`src/rtl/timer_counter.sv`:
```
// Memory-mapped down-counting timer with one-shot and auto-reload modes; irq = irq_flag & IM.
// Latency: CTRL write with EN=1 at edge t0 -> COUNT=PRESET after t1, irq_flag set after t(PRESET+2).
// No backpressure: every bus write is accepted in its cycle; optional STATUS register under TC_STATUS_EN.
module timer_counter #(
   parameter int COUNT_W = 32
) (
   input  logic        clk,
   input  logic        reset,
   input  logic [1:0]  addr,
   input  logic        we,
   input  logic [31:0] wdata,
   output logic [31:0] rdata,
   output logic        irq
);

   typedef enum logic [1:0] {
      S_IDLE = 2'd0,
      S_LOAD = 2'd1,
      S_CNT  = 2'd2,
      S_INT  = 2'd3
   } state_t;

   localparam logic [1:0] ADDR_CTRL   = 2'd0;
   localparam logic [1:0] ADDR_PRESET = 2'd1;
   localparam logic [1:0] ADDR_COUNT  = 2'd2;
   localparam logic [1:0] ADDR_STATUS = 2'd3;

   state_t              state_q,     state_d;
   logic                ctrl_en_q,   ctrl_en_d;
   logic [1:0]          ctrl_mode_q, ctrl_mode_d;
   logic                ctrl_im_q,   ctrl_im_d;
   logic [COUNT_W-1:0]  preset_q,    preset_d;
   logic [COUNT_W-1:0]  count_q,     count_d;
   logic                irq_flag_q,  irq_flag_d;

   logic                ctrl_wr;
   logic                preset_wr;
   logic [31:0]         status_rd;

   assign ctrl_wr   = we && (addr == ADDR_CTRL);
   assign preset_wr = we && (addr == ADDR_PRESET);

   // PRESET only changes on a bus write; the running COUNT picks it up at the next LOAD
   always_comb begin
      preset_d = preset_q;
      if (preset_wr) begin
         preset_d = wdata[COUNT_W-1:0];
      end
   end

   // Counter FSM next-state; a CTRL write overrides whatever the FSM would have done this cycle
   always_comb begin
      state_d     = state_q;
      count_d     = count_q;
      ctrl_en_d   = ctrl_en_q;
      ctrl_mode_d = ctrl_mode_q;
      ctrl_im_d   = ctrl_im_q;
      irq_flag_d  = irq_flag_q;

      case (state_q)
         S_IDLE: begin
            state_d = S_IDLE;
         end
         S_LOAD: begin
            count_d = preset_q;
            state_d = S_CNT;
         end
         S_CNT: begin
            if (!ctrl_en_q) begin
               state_d = S_IDLE;
            end else if (count_q != '0) begin
               count_d = count_q - COUNT_W'(1);
            end else begin
               state_d    = S_INT;
               irq_flag_d = 1'b1;
            end
         end
         S_INT: begin
            // Only mode 1 reloads; modes 0, 2 and 3 all stop after one expiry
            if (ctrl_mode_q == 2'd1) begin
               state_d    = S_LOAD;
               irq_flag_d = 1'b0;
            end else begin
               ctrl_en_d = 1'b0;
               state_d   = S_IDLE;
            end
         end
         default: begin
            state_d = S_IDLE;
         end
      endcase

      // Software write to CTRL: acknowledges any pending irq, discards a same-cycle expiry,
      // and freezes COUNT so a disable mid-count leaves the value software last saw
      if (ctrl_wr) begin
         ctrl_en_d   = wdata[0];
         ctrl_mode_d = wdata[2:1];
         ctrl_im_d   = wdata[3];
         irq_flag_d  = 1'b0;
         count_d     = count_q;
         state_d     = wdata[0] ? S_LOAD : S_IDLE;
      end
   end

   // Register state; reset is asynchronous and active-low
   always_ff @(posedge clk or negedge reset) begin
      if (!reset) begin
         state_q     <= S_IDLE;
         count_q     <= '0;
         preset_q    <= '0;
         ctrl_en_q   <= 1'b0;
         ctrl_mode_q <= 2'd0;
         ctrl_im_q   <= 1'b0;
         irq_flag_q  <= 1'b0;
      end else begin
         state_q     <= state_d;
         count_q     <= count_d;
         preset_q    <= preset_d;
         ctrl_en_q   <= ctrl_en_d;
         ctrl_mode_q <= ctrl_mode_d;
         ctrl_im_q   <= ctrl_im_d;
         irq_flag_q  <= irq_flag_d;
      end
   end

`ifdef TC_STATUS_EN
   logic expired_q, expired_d;
   logic expire_evt;

   // A real CNT->INT transition; an expiry swallowed by a CTRL write does not count
   assign expire_evt = (state_q == S_CNT) && ctrl_en_q && (count_q == '0) && !ctrl_wr;

   // Sticky EXPIRED flag: write-1-to-clear, a coincident set wins over the clear
   always_comb begin
      expired_d = expired_q;
      if (we && (addr == ADDR_STATUS) && wdata[0]) begin
         expired_d = 1'b0;
      end
      if (expire_evt) begin
         expired_d = 1'b1;
      end
   end

   // EXPIRED register, unaffected by CTRL writes
   always_ff @(posedge clk or negedge reset) begin
      if (!reset) begin
         expired_q <= 1'b0;
      end else begin
         expired_q <= expired_d;
      end
   end

   assign status_rd = {31'd0, expired_q};
`else
   assign status_rd = 32'd0;
`endif

   // Combinational read mux; narrow registers are zero-extended
   always_comb begin
      rdata = 32'd0;
      case (addr)
         ADDR_CTRL:   rdata = {28'd0, ctrl_im_q, ctrl_mode_q, ctrl_en_q};
         ADDR_PRESET: rdata = 32'(preset_q);
         ADDR_COUNT:  rdata = 32'(count_q);
         ADDR_STATUS: rdata = status_rd;
         default:     rdata = 32'd0;
      endcase
   end

   assign irq = irq_flag_q & ctrl_im_q;

endmodule

```
`config.mk`:
```
export PLATFORM = sky130hd
export DESIGN_NAME = timer_counter
export DESIGN_NICKNAME = d
export VERILOG_FILES = /design/src/rtl/timer_counter.sv
export SDC_FILE = /design/constraint.sdc
export NUM_CORES = 1
export LEC_CHECK = 0
export ABC_AREA = 1
export ABC_CLOCK_PERIOD_IN_PS = 2450
export CAP_MARGIN = 30
export CORE_MARGIN = 3
export CORE_UTILIZATION = 33
export DETAILED_ROUTE_END_ITERATION = 12
export MAX_ROUTING_LAYER = met4
export SETUP_SLACK_MARGIN = 0.5
export SLEW_MARGIN = 40
export SYNTH_ARGS = -nofsm -noshare
export SYNTH_HDL_FRONTEND = slang
export SYNTH_SLANG_ARGS = --single-unit
```
`constraint.sdc`:
```
create_clock -name clk -period 2.45 [get_ports clk]
set_input_delay 0.735 -clock clk [delete_from_list [all_inputs] [get_ports clk]]
set_output_delay 0.735 -clock clk [all_outputs]
set_load 0.05 [all_outputs]
```
==> flow_summary.yaml <==
yosys:
  synth_warnings: 0
  synth_compound_area_share_pct: 10.3
  synth_adder_area_share_pct: 0.283
  ys_seq_elements: 71
  synth.most_common_cell: "nand2_1"
  yosys.cell_types.count: 27
  synth_top_family_by_area: "simple AND/OR/NAND/NOR gates"
  syn_inst: 656
  yosysTopAreaCell: "dfrtp_1"
  synth.top_cells.by_count: "252 x nand2_1, 84 x nor2_1, 71 x dfrtp_1, 71 x inv_1, 57 x o21ai_0"
  syn_nets: 694
  yosysSeqAreaShare_pct: 40.2
  syn_avg_cell_area_um2: 6.73
  synth_area_um2: 4420
  synthFlopType: "dfrtp_1"
  synth-edff-count: 0
  muxShareOfSynthArea_pct: 5.84
  synthXorXnorAreaFrac_pct: 0.397
  synthSimpleGateAreaFrac_pct: 34.4
  synth.area.top_cells: "dfrtp_1 40%, nand2_1 21%, nor2_1 7.1%"
  ys_async_sr_fraction_pct: 100
  synth_top_area_share_pct: 40.2
timing:
  skew_ps: 7.71
  slew_violations: 0
  hold_slack_ps: 347
  rsz0062_at_grt: "yes"
  timing.fmax_mhz: 399
  setup_viol: 19
  max_slew.worst_pin.slew_ps: 501
  max-slew-margin-rel_pct: 66.5
  period_share_pct: 102
  setup_slack_ps: -53.3
  final-hold-violation-count: 0
  timing.final.crit_period_ps: 2500
clock_tree:
  clock_sinks: 71
  clockBufferDepth: 2
  cts_hold_buf: 0
  clk_pin_slew_worst_paths_ps: 60
  clk_latency_ps: 340
  htree_levels: 3
  cts-root-buf: "clkbuf_16"
  cts_tree: "yes"
  cts_buffers: 9
setup_path:
  slowest_stage: "buf_4"
  cp_data_required_time_ps: 1710
  path_cells: "buf_8, buf_6, nor2_4, buf_6, buf_12, nand2_4, o211ai_1, buf_4"
  startpoint_type: "input port"
  arrival_ps: 1770
  cpPeakStageDelay_ps: 230
  endpoint_kind: "primary output"
  crit_buf_inv: 5
  cp_top_family: "buffers and inverters"
  path_max_fanout: 5
  path_class: "in -> out"
  crit_top_cell: "buf_6"
place:
  post-dp-hpwl_mm: 10.5
  place_area_um2: 5870
  io_buffers: 69
  gp_congestion: 0.962
global_route:
  grt_first_pass_wirelength_mm: 23.3
  antenna_found_initial: 0
  grt_max_degree: 31
  grt_pass1_vias: 4644
  gr-total-overflow: 0
  grtUsageTotal_pct: 20.8
route:
  final_antenna_net_count: 0
  wirelength_mm: 14.5
  first_iter_violations: 320
  num_vias: 4621
  wl_per_cell_um: 15.6
  drt-vias-per-instance: 4.99
  dr.pass1.iters: 5
  post-route-drc-count: 0
floorplan:
  num_rows: 41
  die_area_um2: 14800
  die_x_um: 122
  start_util_pct: 34.4
  io_pins: 70
  dieHeight_um: 122
  core_um2: 12800
outcome:
  violations: "setup timing"
  status: "finished, violations left"
cells_and_area:
  n_fill_cell: 1241
  multi_input_area_um2: 2670
  regArea_um2: 1780
  nets: 787
  drive_above_1_share_pct: 22.5
  syn_to_final_growth_pct: 50.5
  antennaDiodeCount: 0
  finalInstanceArea_um2: 6650
power_and_ir_drop:
  vdd_drop_max_mv: 0.381
  p_per_area_nw_per_um2: 966
  total_leakage_power_nw: 3.17
run:
  drv_cap: 0
worst_hold_path:
  hold_class: "in -> async"
[power breakdown]
| part | switching, mW | internal [mW] |
|---|---|---|
| clock network | 0.525 | 0.920 |
| logic | 1.87 | 1.13 |
| registers | 0.444 | 1.53 |
[cell type report]
cell class,count,area share (%)
repair buffers,103,20.7
well taps,172,3.24
flip-flops and latches,71,26.7
clock inverters,5,1.22
clock buffers,11,3.65
inverters,72,4.31
multi-input cells,492,40.1
[state kept, by name, summed over array words and instances, names as in the netlist]
name and count:
ctrl_en_q 1, ctrl_mode_q 2, irq_flag_q 1, ctrl_im_q 1, preset_q 32, count_q 32, state_q 2
[worst register-to-register path, delay by kind of cell, from the launching register on]
family | cells | cell delay [ps]
fa+ha+maj | 1 | 240
buf+inv | 3 | 340
flops | 1 | 400
simple gates | 8 | 760
[final timing paths]
kind / start / to / slack, ps / cells after the start
max: addr[1] / rdata[2] / -50 / 8
min: reset / preset_q[21] / 350 / 1
min in group clk: preset_q[3] / preset_q[3] / 490 / 2
max in group asynchronous: reset / count_q[0] / 1390 / 2
min reg2reg: preset_q[3] / preset_q[3] / 490 / 2
max reg2reg: count_q[0] / count_q[31] / 590 / 12
[placed cells by master, fill, tap and decap left out, types with 13 or more instances in the layout]
master,count
buf_6,13
o21ai_4,14
nand3_1,34
clkdlybuf4s50_1,33
nand2_1,243
nor2_1,77
o21ai_0,36
dfrtp_1,71
buf_4,18
mux2_2,22
buf_12,30
inv_1,65
[per-layer routing]
metal  part of all wire (%)  track usage, %  routed length [µm]  vias up
met1                     45            27.5                6460     2189
met3                    6.0            3.25                 867       34
li1                       -               -                   -     2255
met4                    2.7            7.77                 395        0
met2                     47            32.3                6740      143
met5                      0               -                   0        -
[cell families (layout without fill, tap and decap cells)]
logic type / after synthesis / in the layout
compound gates: 84 / 84
xor+xnor: 2 / 2
fa+ha+maj: 1 / 1
buf+inv: 93 / 191
flops: 71 / 71
mux: 23 / 23
simple gates: 382 / 382
[metrics by stage]
| stage | cells | total power, mW | setup WS (ps) | setup TNS (ps) | utilization [%] |
|---|---|---|---|---|---|
| 5_1_grt | 926 | 6.86 | -87.9 | -1050 | 51.8 |
| 4_1_cts | 922 | 6.33 | -22.3 | -26.5 | 50.6 |
| 3_5_place_dp | 898 | 4.73 | -613 | -19210 | 45.7 |
| 3_3_place_gp | 898 | 4.68 | -593 | -16920 | 45.7 |
| 6_report | 926 | 6.42 | -53.3 | -373 | 51.8 |
| 2_1_floorplan | 656 | 3.74 | -139 | -876 | - |
[repair_timing]
item | in CTS | in global routing
pin swaps | 5 | 3
setup endpoints to repair | 103 | 59
resized for setup | 54 | 30
hold endpoints to repair | 0 | 0
cloned | 3 | 1
setup buffers | 5 | 3
(Power assumes the default switching activity.)
==> edit 1, RTL diff (config.mk and constraints unchanged) <==
Add a define of `TC_STATUS_EN`.
--- a/src/rtl/timer_counter.sv
+++ b/src/rtl/timer_counter.sv
@@ -3,2 +3,4 @@
 // No backpressure: every bus write is accepted in its cycle; optional STATUS register under TC_STATUS_EN.
+`define TC_STATUS_EN
+
 module timer_counter #(
Behaviour: not the same (a bounded check fails within 4 cycles, from zero or initial values and one cycle with reset low).
==> edit 1 against the original RTL <==
The flow still finishes with violations (setup timing). Wire length shrank 0.15%. Sequential cell count grew 1. Design area grew 5.2%. Synthesized cell count grew 0.15%. Worst setup slack gained 0.015 ns. Total power grew 11%. Sequential share of layout area shrank 0.95 points. Synthesized area grew 4.7%. Largest power group unchanged. Highest routed layer unchanged.
==> edit 1: results (changes against the original RTL) <==
CP Max Fanout=6 (was 5); clk_buf instances=12 (was 11); WL met1=6770 um (was 6460 um); bufs w/o clock=106 (was 103); cts repair resizes=34 (was 54); layout cells sized above 1=25.2% (was 22.5%); slowest stage delay, CP=0.17 ns (was 0.23 ns); VDD IR max=0.405 mV (was 0.381 mV); pin count of the biggest net entering global routing=73 (was 31); register area=1800 sq um (was 1780 sq um); Synth Area per Inst=7.04 sq um (was 6.73 sq um); global routing usage on met1=26.4% (was 27.5%); drt wl/cell=15.5 um (was 15.6 um); Clock Skew=0.00622 ns (was 0.00771 ns); GR Util met3=2.79% (was 3.25%); status=finished with violations (unchanged); dpl ws=-0.493 ns (was -0.613 ns); Seq/Total Area, Yosys=39.0% (was 40.2%); share of power burned in the clock network=17.0% (was 22.5%); Detail Route met3 WL=621 um (was 867 um); vias in the first global route=4696 (was 4644); area occupied by multi-input gates=2900 sq um (was 2670 sq um); DP Wirelength=10400 um (was 10500 um); GPL Wtd Cong=0.861 (was 0.962); post-CTS setup buffers=11 (was 5); Pleak=3.22 nW (was 3.17 nW); number of multi-input logic gates=503 (was 492); wire length on met2=6720 um (was 6740 um); total global-route track usage=19.5% (was 20.8%); Comb pwr share=55.1% (was 46.7%); Setup violations, final=20 (was 19); Post-layout nets=793 (was 787); Clock group=1.21 mW (was 1.44 mW); setup ws final=-0.0383 ns (was -0.0533 ns); setup_tns=-0.281 ns (was -0.373 ns); failing checks=setup timing (unchanged)
edit 1: changes by cell type after synthesis, moves of 5 or more:
cell,unedited run,this run
inv_1,71,56
o21ai_0,57,50
nand4_1,2,7
nand2_1,252,266
o22ai_1,9,1
buf_6,0,6
nor2_1,84,58
mux2_2,22,29
nor2_2,4,10
nand2_2,1,9
edit 1: kinds of logic (layout without fill, tap and decap cells):
group           count (synthesis)  count (layout)  synth area share [%]
buf+inv                        82             182                  7.74
fa+ha+maj                       4               4                  1.08
compound gates                 66              66                  7.52
mux                            29              29                  7.06
simple gates                  398             398                  36.5
flops                          72              72                  39.0
xor+xnor                        6               6                  1.14
edit 1: path summary, 6_finish.rpt:
kind	startpoint	end	slack, ns	depth (start not counted)
max	addr[1]	rdata[17]	-0.04	9
min	reset	preset_q[27]	0.43	2
max reg2reg	count_q[0]	count_q[15]	0.64	12
min reg2reg	count_q[31]	count_q[31]	0.51	2
max in group asynchronous	reset	preset_q[4]	1.70	2
min in group clk	count_q[31]	count_q[31]	0.51	2
==> edit 2, RTL diff (config.mk and constraints unchanged) <==
Made on the original files. The 4 states of `state_t` get a one-hot encoding in 4 bits.
--- a/src/rtl/timer_counter.sv
+++ b/src/rtl/timer_counter.sv
@@ -15,7 +15,7 @@
 
-   typedef enum logic [1:0] {
-      S_IDLE = 2'd0,
-      S_LOAD = 2'd1,
-      S_CNT  = 2'd2,
-      S_INT  = 2'd3
+   typedef enum logic [3:0] {
+      S_IDLE = 4'b0001,
+      S_LOAD = 4'b0010,
+      S_CNT  = 4'b0100,
+      S_INT  = 4'b1000
    } state_t;
Check against the original RTL: no difference found for any inputs over 4 cycles, from zero or initial values and one cycle with reset low; so few cycles prove little.
==> edit 2 against the original RTL <==
Register-to-register slack improved by 0.04 ns. Sequential cell count up 2. Wire length about the same. Count of clock-buffer cells in the layout is the same. Worst setup slack better by 0.083 ns. First-iteration DRC count is 11% lower. Cell count decreased by 0.22%. Synthesized area up 2.5%. Design area grew 2.9%.
Power is not compared: it rests on default switching activity, and its combinational part moved more than twofold at a synthesized area within 25%.
==> edit 2: results (changes against the original RTL) <==
status=completed (was finished with violations); VDD IR max=around 0.32 mV; number of port buffers=69 (unchanged); Worst EP arrival=1.69 ns (was 1.77 ns); largest cells by area after synthesis=dfrtp_1, nand2_1, nor2_1, inv_1, mux2_2 (was dfrtp_1, nand2_1, nor2_1, o21ai_0, inv_1); CTS Buffer Depth=2 (unchanged); FF-to-FF End=count_q[22] (was count_q[31]); synth cell count leaders=nand2_1, nor2_1, dfrtp_1 (was nand2_1, nor2_1, dfrtp_1, inv_1, o21ai_0); drt total wl=14500 um (about the same); Clock transition at path regs=0.06 ns (about the same); Root Buffer=clkbuf_16 (unchanged); TritonCTS buffer count=9 (unchanged); Worst R2R Start=count_q[0] (unchanged); global-route wire length before repair=22800 um (was 23300 um); ys async rst share=100% (unchanged); drt first-iter violations=285 (was 320); pin count of the biggest net entering global routing=74 (was 31); Inserted Diodes=0 (unchanged); Clock Skew=0.00783 ns (was 0.00771 ns); Post-layout nets=781 (was 787); DP Wirelength=9960 um (was 10500 um); Hold Path Class=in -> async (unchanged); Post-synth EDFFs=0 (unchanged); vias in the first global route=4581 (was 4644); CP Max Fanout=6 (was 5); Post-Syn Nets=694 (unchanged); hold slack final=0.427 ns (was 0.347 ns); initial antenna violation count=0 (unchanged); flop2flop setup slack=0.63 ns (was 0.59 ns); Synth cell types=31 (was 27); via density per instance=4.98 (was 4.99); met2 GRT Util=31.9% (was 32.3%); Slew @ Worst Pin=0.413 ns (was 0.501 ns); Skew-Pair Late Insertion Delay=~0.35 ns; global routing usage on met1=24.8% (was 27.5%); total global-route track usage=20.1% (was 20.8%); Seq/Total Area, Yosys=40.4% (was 40.2%); yosys warns=0 (unchanged); DR pass1 iterations=5 (unchanged); layout cells sized above 1=24.5% (was 22.5%); GPL Wtd Cong=0.964 (was 0.962); cells on worst reg2reg path=10 (was 12); H-Tree Depth=3 (unchanged); GR Util met3=5.26% (was 3.25%); dpl ws=-0.397 ns (was -0.613 ns); Pleak=just over 3 nW; biggest regs=count_q (32), preset_q (32), state_q (4) (was count_q (32), preset_q (32))
## edit 2: cell types whose count changed in the layout (fill, tap and decap cells not counted), sizes merged, moves of 2 or more
cell,change
buf,-5
inv,-5
nand3,+10
nor2,+24
a31oi,-2
nand4,+4
nand2,-31
o22ai,-2
## edit 2: kinds of logic (layout without fill, tap and decap cells)
group,Yosys count,in the layout,synth area share (%)
buffers and inverters,89,180,8.24
AOI/OAI and AO/OA,79,79,9.40
adders and majority gates,1,1,0.276
xor gates and xnor gates,3,3,0.581
muxes,22,22,5.47
and+or+nand+nor,389,390,35.7
DFF,73,73,40.4
## edit 2: per-layer routing
layer / share of wire [%] / vias to the layer above
met2: 48 / 135
li1: - / 2261
met4: 3.0 / 0
met5: 0 / -
met3: 6.0 / 34
met1: 43 / 2171
## edit 2: how the worst max path moves through the flow
stage                     startpoint         to  slack, ns  cells after the start
final                        addr[1]  rdata[21]       0.03                      8
after global routing         addr[1]   rdata[4]     -0.008                      7
after CTS                    addr[1]  rdata[22]       0.05                      8
after detailed placement     addr[1]  rdata[27]      -0.40                      7
after global placement       addr[1]  rdata[27]      -0.36                      7
after floorplan              addr[0]   rdata[2]      -0.12                      4
## edit 2: power breakdown
part	internal, mW	leakage [nW]	switching [mW]	total [mW]
clock	0.943	0.162	0.534	1.48
sequential	1.38	0.883	0.184	1.56
combinational	0.572	2.05	0.771	1.34
## edit 2: timing repair
action,in CTS,in global routing
endpoints found under the setup margin,97,55
cloned,5,1
gates resized for setup,70,11
buffers inserted,5,0
pin swaps,8,1
## edit 2: worst max-delay path: stages
cell and delay, ns:
buf_8 0.11, nor2_4 0.15, buf_12 0.13, buf_12 0.11, buf_16 0.14, nand2_2 0.07
o21ai_4 0.07, buf_12 0.15
## edit 2: final cells by class
| cell class | count | area, sq um |
|---|---|---|
| fill | 1259 | 6510 |
| inverter | 67 | 265 |
| clock inverter | 5 | 77.6 |
| tap | 176 | 220 |
| sequential | 73 | 1830 |
| timing repair buffer | 97 | 1380 |
| clock buffer | 11 | 253 |
| multi-input combinational | 495 | 2820 |
## edit 2: metrics by stage
step                      power, mW  util (%)  std cells  cell area (sq um)  TNS (ns)
after CTS                      4.40      51.0        923               6810         0
after floorplan                2.33         -        656               4850    -0.659
after global routing           4.61      51.2        924               6840   -0.0213
after detailed placement       2.78      45.2        897               6030    -12.84
after global placement         2.75      45.2        897               6030    -11.31
final                          4.38      51.2        924               6840         0
